[src/rtl/mem_slave.sv]
// mem_slave: byte-addressed memory responder for the burst read/write bus.
// Read bursts arrive on AR/R and write bursts on AW/W/B. Two independent
// channel FSMs serve them from one internal byte array.
//
// Parameters
//   MEM_DEPTH  number of implemented bytes (1..256); higher addresses are out of range
// Ports
//   clk, rst                clock (rising edge), asynchronous active-high reset
//   ARVALID, AR[15:0]       read request: [15:8] start, [7:4] length-1, [3:0] ID
//   ARREADY                 one-cycle accept pulse
//   RVALID, RDATA[8:0]      read beat: [8:1] byte, [0] out-of-range flag
//   RLAST, RREADY           final beat marker, master accept
//   AWVALID, AW[11:0]       write request: [11:4] start, [3:0] ID
//   AWREADY                 one-cycle accept pulse
//   WVALID, WDATA, WLAST    write beat, byte, final-beat marker
//   WREADY                  slave accepts write beats
//   BVALID, BRESP[4:0]      write response: [4:1] ID, [0] error; BREADY accepts it
//   RIDLE, WIDLE            channel FSM in idle (registered)
//   RIDLE_prev, WIDLE_prev  RIDLE/WIDLE delayed by one cycle
// Build option
//   SLAVE_MEM_CLEAR_EN      when defined, rst clears every byte to 8'h00;
//                           otherwise memory holds mem[i] = i from power-up
//                           and rst leaves it untouched.
`timescale 1ns/1ps
module mem_slave #(
    parameter int MEM_DEPTH = 256
) (
    input  logic        clk,
    input  logic        rst,
    input  logic        ARVALID,
    input  logic [15:0] AR,
    output logic        ARREADY,
    output logic        RVALID,
    output logic [8:0]  RDATA,
    output logic        RLAST,
    input  logic        RREADY,
    input  logic        AWVALID,
    input  logic [11:0] AW,
    output logic        AWREADY,
    input  logic        WVALID,
    input  logic [7:0]  WDATA,
    input  logic        WLAST,
    output logic        WREADY,
    output logic        BVALID,
    output logic [4:0]  BRESP,
    input  logic        BREADY,
    output logic        RIDLE,
    output logic        WIDLE,
    output logic        RIDLE_prev,
    output logic        WIDLE_prev
);

    typedef enum logic [1:0] {R_IDLE, R_ADDR, R_DATA} r_state_t;
    typedef enum logic [1:0] {W_IDLE, W_ADDR, W_DATA, W_RESP} w_state_t;

    // Each byte is stored XORed with its own address, so the all-zero
    // power-up contents read back as mem[i] = i without an init process.
    // All 256 entries exist so any 8-bit address indexes cleanly; entries at
    // or above MEM_DEPTH are never read or written.
    logic [7:0] mem_x [256];

    function automatic logic in_range(input logic [7:0] a);
        return {24'd0, a} < 32'(MEM_DEPTH);
    endfunction

    // ---------------- read channel ----------------
    r_state_t   r_state, r_next;
    logic [7:0] r_start;
    logic [3:0] r_len;
    logic [3:0] r_beat;
    logic [3:0] r_load_idx;
    logic [7:0] r_load_addr;
    logic [8:0] r_load_data;

    // The read ID has no return path on this bus.
    logic unused_rid;
    assign unused_rid = ^AR[3:0];

    always_ff @(posedge clk or posedge rst) begin
        if (rst) r_state <= R_IDLE;
        else     r_state <= r_next;
    end

    always_comb begin
        r_next = r_state;
        case (r_state)
            R_IDLE:  if (ARVALID) r_next = R_ADDR;
            R_ADDR:  r_next = R_DATA;
            R_DATA:  if (RREADY && (r_beat == r_len)) r_next = R_IDLE;
            default: r_next = R_IDLE;
        endcase
    end

    always_comb begin
        ARREADY = (r_state == R_ADDR);
        RVALID  = (r_state == R_DATA);
    end

    // Beat 0 is loaded in R_ADDR; later beats are loaded on each handshake.
    always_comb begin
        r_load_idx  = (r_state == R_DATA) ? r_beat + 4'd1 : 4'd0;
        r_load_addr = r_start + {4'd0, r_load_idx};
        r_load_data = in_range(r_load_addr) ? {mem_x[r_load_addr] ^ r_load_addr, 1'b0}
                                            : 9'h001;
    end

    always_ff @(posedge clk or posedge rst) begin
        if (rst) begin
            r_start <= '0;
            r_len   <= '0;
            r_beat  <= '0;
            RDATA   <= '0;
            RLAST   <= 1'b0;
        end else begin
            case (r_state)
                R_IDLE: if (ARVALID) begin
                    r_start <= AR[15:8];
                    r_len   <= AR[7:4];
                end
                R_ADDR: begin
                    r_beat <= '0;
                    RDATA  <= r_load_data;
                    RLAST  <= (r_len == 4'd0);
                end
                R_DATA: if (RREADY) begin
                    if (r_beat == r_len) begin
                        RLAST <= 1'b0;
                    end else begin
                        r_beat <= r_load_idx;
                        RDATA  <= r_load_data;
                        RLAST  <= (r_load_idx == r_len);
                    end
                end
                default: ;
            endcase
        end
    end

    // ---------------- write channel ----------------
    w_state_t   w_state, w_next;
    logic [7:0] w_start;
    logic [3:0] w_id;
    logic [4:0] w_cnt;
    logic       w_err;
    logic       w_hs;
    logic [7:0] w_addr;
    logic       w_drop;
    logic       mem_we;

    always_ff @(posedge clk or posedge rst) begin
        if (rst) w_state <= W_IDLE;
        else     w_state <= w_next;
    end

    always_comb begin
        w_next = w_state;
        case (w_state)
            W_IDLE:  if (AWVALID) w_next = W_ADDR;
            W_ADDR:  w_next = W_DATA;
            W_DATA:  if (WVALID && WLAST) w_next = W_RESP;
            W_RESP:  if (BREADY) w_next = W_IDLE;
            default: w_next = W_IDLE;
        endcase
    end

    always_comb begin
        AWREADY = (w_state == W_ADDR);
        WREADY  = (w_state == W_DATA);
        BVALID  = (w_state == W_RESP);
    end

    // The counter saturates at 16, so every beat past the 16th stays dropped.
    always_comb begin
        w_hs   = (w_state == W_DATA) && WVALID;
        w_addr = w_start + {4'd0, w_cnt[3:0]};
        w_drop = w_cnt[4] || !in_range(w_addr);
        mem_we = w_hs && !w_drop;
    end

    always_ff @(posedge clk or posedge rst) begin
        if (rst) begin
            w_start <= '0;
            w_id    <= '0;
            w_cnt   <= '0;
            w_err   <= 1'b0;
            BRESP   <= '0;
        end else begin
            case (w_state)
                W_IDLE: if (AWVALID) begin
                    w_start <= AW[11:4];
                    w_id    <= AW[3:0];
                end
                W_ADDR: begin
                    w_cnt <= '0;
                    w_err <= 1'b0;
                end
                W_DATA: if (w_hs) begin
                    if (!w_cnt[4]) w_cnt <= w_cnt + 5'd1;
                    if (w_drop)    w_err <= 1'b1;
                    if (WLAST)     BRESP <= {w_id, w_err | w_drop};
                end
                default: ;
            endcase
        end
    end

`ifdef SLAVE_MEM_CLEAR_EN
    always_ff @(posedge clk or posedge rst) begin
        if (rst) begin
            for (int i = 0; i < 256; i++) mem_x[i] <= 8'(i);
        end else if (mem_we) begin
            mem_x[w_addr] <= WDATA ^ w_addr;
        end
    end
`else
    always_ff @(posedge clk) begin
        if (mem_we) mem_x[w_addr] <= WDATA ^ w_addr;
    end
`endif

    // ---------------- idle flags ----------------
    always_ff @(posedge clk or posedge rst) begin
        if (rst) begin
            RIDLE      <= 1'b1;
            WIDLE      <= 1'b1;
            RIDLE_prev <= 1'b1;
            WIDLE_prev <= 1'b1;
        end else begin
            RIDLE      <= (r_next == R_IDLE);
            WIDLE      <= (w_next == W_IDLE);
            RIDLE_prev <= RIDLE;
            WIDLE_prev <= WIDLE;
        end
    end

endmodule
[config.mk]
export PLATFORM = sky130hd
export DESIGN_NAME = mem_slave
export DESIGN_NICKNAME = d
export VERILOG_FILES = /design/src/rtl/mem_slave.sv
export SDC_FILE = /design/constraint.sdc
export NUM_CORES = 2
export LEC_CHECK = 0
export CAP_MARGIN = 40
export CORE_MARGIN = 8
export CORE_UTILIZATION = 55
export CTS_CLUSTER_SIZE = 14
export DETAILED_ROUTE_END_ITERATION = 8
export GPL_ROUTABILITY_DRIVEN = 0
export PLACE_DENSITY = 0.74
export SETUP_SLACK_MARGIN = 0.02
export SLEW_MARGIN = 30
export SYNTH_ARGS = -nofsm -noshare
export SYNTH_HDL_FRONTEND = slang
export SYNTH_SLANG_ARGS = --single-unit
[constraint.sdc]
create_clock -name clk -period 9.9 [get_ports clk]
set_clock_uncertainty 0.1 [all_clocks]
set_input_delay 2.475 -clock clk [delete_from_list [all_inputs] [get_ports clk]]
set_output_delay 2.475 -clock clk [all_outputs]
set_load 0.05 [all_outputs]
==> results.yml <==
floorplan:
  core_region_area_mm2: 0.150
  die_w_um: 404
  die_y_um: 404
  die_area_mm2: 0.163
  io_pins: 68
  initial_utilization_pct: 55.3
  rows: 142
logic_synthesis:
  synth_top_area_share_pct: 74.4
  synth_seq_cells: 2104
  synth_edf_count: 2048
  synth.yosys.seq_area_share_pct: 76.1
  yosys.area.top_type: "edfxtp_1"
  synth_area_leaders: "edfxtp_1 (74%), mux4_2 (16%), dfrtp_1 (1.6%)"
  ys_types: 68
  avgSynthCellArea_um2: 21.2
  syn_nets: 3973
  ys.flop_type: "edfxtp_1"
  syn_inst: 3907
  ys_async_sr_fraction_pct: 2.66
  ys_warn_count: 0
  synth_area_mm2: 0.0827
place:
  place_inst: 5867
  io_buffers: 62
  dpl_cell_area_mm2: 0.0861
  dp_hpwl_um: 113000
layout:
  finalNonFillerCells: 6292
  final_cell_mix: "edfxtp_1 (2048), mux4_2 (576), nor2_1 (283)"
  design_area_mm2: 0.0931
  final_core_util_pct: 62.3
  area_growth_syn_to_layout_pct: 12.7
  final_common_cell: "edfxtp_1"
  nNetsFinal: 4175
  drive_gt1_share_pct: 25.3
global_routing:
  grt_max_degree: 197
  grt_pass1_vias: 41000
  grt_overflow: 0
  grt_pass1_wl_um: 287000
  grt_antenna_before_repair: 1
  grt_usage_pct: 24.2
sta:
  finalSetupViolations: 0
  rsz0062_at_grt: "no"
  tightest_slew_ns: 0.987
  slew_headroom_pct: 32.5
  tns_ns: 0
  clock.fmax_mhz: 163
  finalCritPeriodShare_pct: 61.9
  report.final.slew_viol_count: 0
  period_needed_ns: 6.12
  hold_viol_final: 0
detailed_routing:
  avgRoutedWirePerCell_um: 31.6
  drc: 0
  drt_wl_total_um: 199000
  via_per_inst: 6.53
  ant_nets: 0
  drt-initial-drc-count: 5404
  dr.pass1.iters: 6
  vias: 41100
pwr:
  switchingPower_uw: 12000
  vdd_drop_max_mv: 0.418
  share_comb_of_total_power_pct: 41.8
  netSwitchingFraction_pct: 35.6
  p_per_area_mw_per_mm2: 361
  power.leakage_uw: 0.0292
  p_seq_share_pct: 35.5
  internal-power_uw: 21700
  p_clk_share_pct: 22.7
clock_tree:
  numCtsBuffers: 199
  cts_max_level: 4
  holdBufCountCts: 0
  post_cts_resized: 0
  clk_latency_ns: 0.83
  clk_path_buf_depth: 3
  tritoncts: "done"
  clkTransAtPathRegs_ns: 0.06
  cts_sinks: 2104
  cts_root_buf: "clkbuf_16"
  cts_setup_buffers: 0
worst_setup_path:
  start_kind: "flop"
  crit_fanout: 96
  crit_path_end_kind: "flop"
  cp.arrival_ns: 6.71
  timing_worst_setup_path_type: "reg -> reg"
  crit_required_ns: 10.48
run:
  cap_violations: 0
hold_path:
  hold_path.class: "reg -> reg"
status:
  status: "completed"
cell type report:
type                    count  area (µm²)
flip-flops and latches   2104       62900
fillers                  9939       56500
multi-input cells        1558       18900
clock buffers             252        5330
well taps                2016        2520
repair buffers            225        2230
clock inverters           108        1180
inverters                  21        78.8
diodes                      8        20.0
power by group through the flow:
stage | Sequential (µW) | Combinational [µW] | Clock [µW]
global route | 11900 | 14700 | 8060
finish | 11900 | 14100 | 7650
global placement | 12100 | 13500 | 0
floorplan | 12700 | 8890 | 0
detailed placement | 12100 | 13900 | 0
CTS | 11900 | 14000 | 7710
state kept, by name, indices dropped and copies added (netlist names):
register / flops
BRESP: 5
RDATA: 8
RIDLE: 1
RIDLE_prev: 1
RLAST: 1
WIDLE: 1
WIDLE_prev: 1
mem_x: 2048
r_beat: 4
r_len: 4
r_start: 8
r_state: 2
w_cnt: 5
w_err: 1
w_id: 4
w_start: 8
w_state: 2
critical path, stage by stage (launching register included):
cell and delay [ns]:
dfrtp_1 0.40, inv_1 0.13, ha_1 0.21, nor2b_1 0.37, ha_4 0.22, inv_1 0.06
fa_4 1.23, buf_12 0.55, mux4_2 0.30, and2_1 0.13, a2111oi_0 0.06, a311oi_1 0.35
a211oi_1 0.14, a211oi_1 0.76, o22ai_1 0.23, xnor2_1 0.58, o21ai_1 0.10
metal layers:
metal  wire [µm]  GRT usage [%]
met1       76800           34.7
met2       93200           37.0
met3       22400           6.01
met4        6480           7.93
met5           0              0
stage by stage:
stage | hold slack (ns) | power [µW] | setup WS [ns]
CTS | 0.267 | 33600 | 3.87
detailed placement | 0.257 | 26000 | 3.45
finish | 0.266 | 33600 | 3.78
global route | 0.270 | 34700 | 3.54
floorplan | 0.371 | 21600 | -0.775
global placement | 0.255 | 25600 | 3.52
path summary, 6_finish.rpt:
path / from / endpoint / slack [ns] / cells after the start
min in group asynchronous: rst / r_start[0]$_DFFE_PP0P_ / 1.77 / 2
max reg2reg: r_state[0]$_DFF_PP0_ / RDATA[2]$_DFFE_PP0P_ / 3.78 / 16
min reg2reg: RIDLE$_DFF_PP1_ / RIDLE_prev$_DFF_PP1_ / 0.27 / 0
max in group asynchronous: rst / WIDLE_prev$_DFF_PP1_ / 7.01 / 4
min: RIDLE$_DFF_PP1_ / RIDLE_prev$_DFF_PP1_ / 0.27 / 0
max: r_state[0]$_DFF_PP0_ / RDATA[2]$_DFFE_PP0P_ / 3.78 / 16
cells by family (layout without fill, tap and decap cells):
group,count (synthesis),count (layout),synth area share [%]
AOI/OAI and AO/OA,187,187,1.57
xor gates and xnor gates,37,37,0.424
adders and majority gates,22,22,0.351
buffers and inverters,245,606,1.46
DFF,2104,2104,76.1
muxes,639,639,16.7
other,1,9,0.00454
and+or+nand+nor,672,672,3.36
cells in the mapped netlist (all sizes together), types with 11 or more instances:
cell type,instances
and3,11
and2,16
a21oi,48
mux2i,20
o21ai,30
mux4,587
xnor2,21
dfrtp,52
mux2,32
edfxtp,2048
nor2,284
clkbuf,88
nand3,48
nand2,265
a31oi,11
nand4,16
a311oi,15
a2111oi,15
inv,20
ha,20
xor2,16
buf,136
Note: power is estimated with default switching activity, not from simulation.
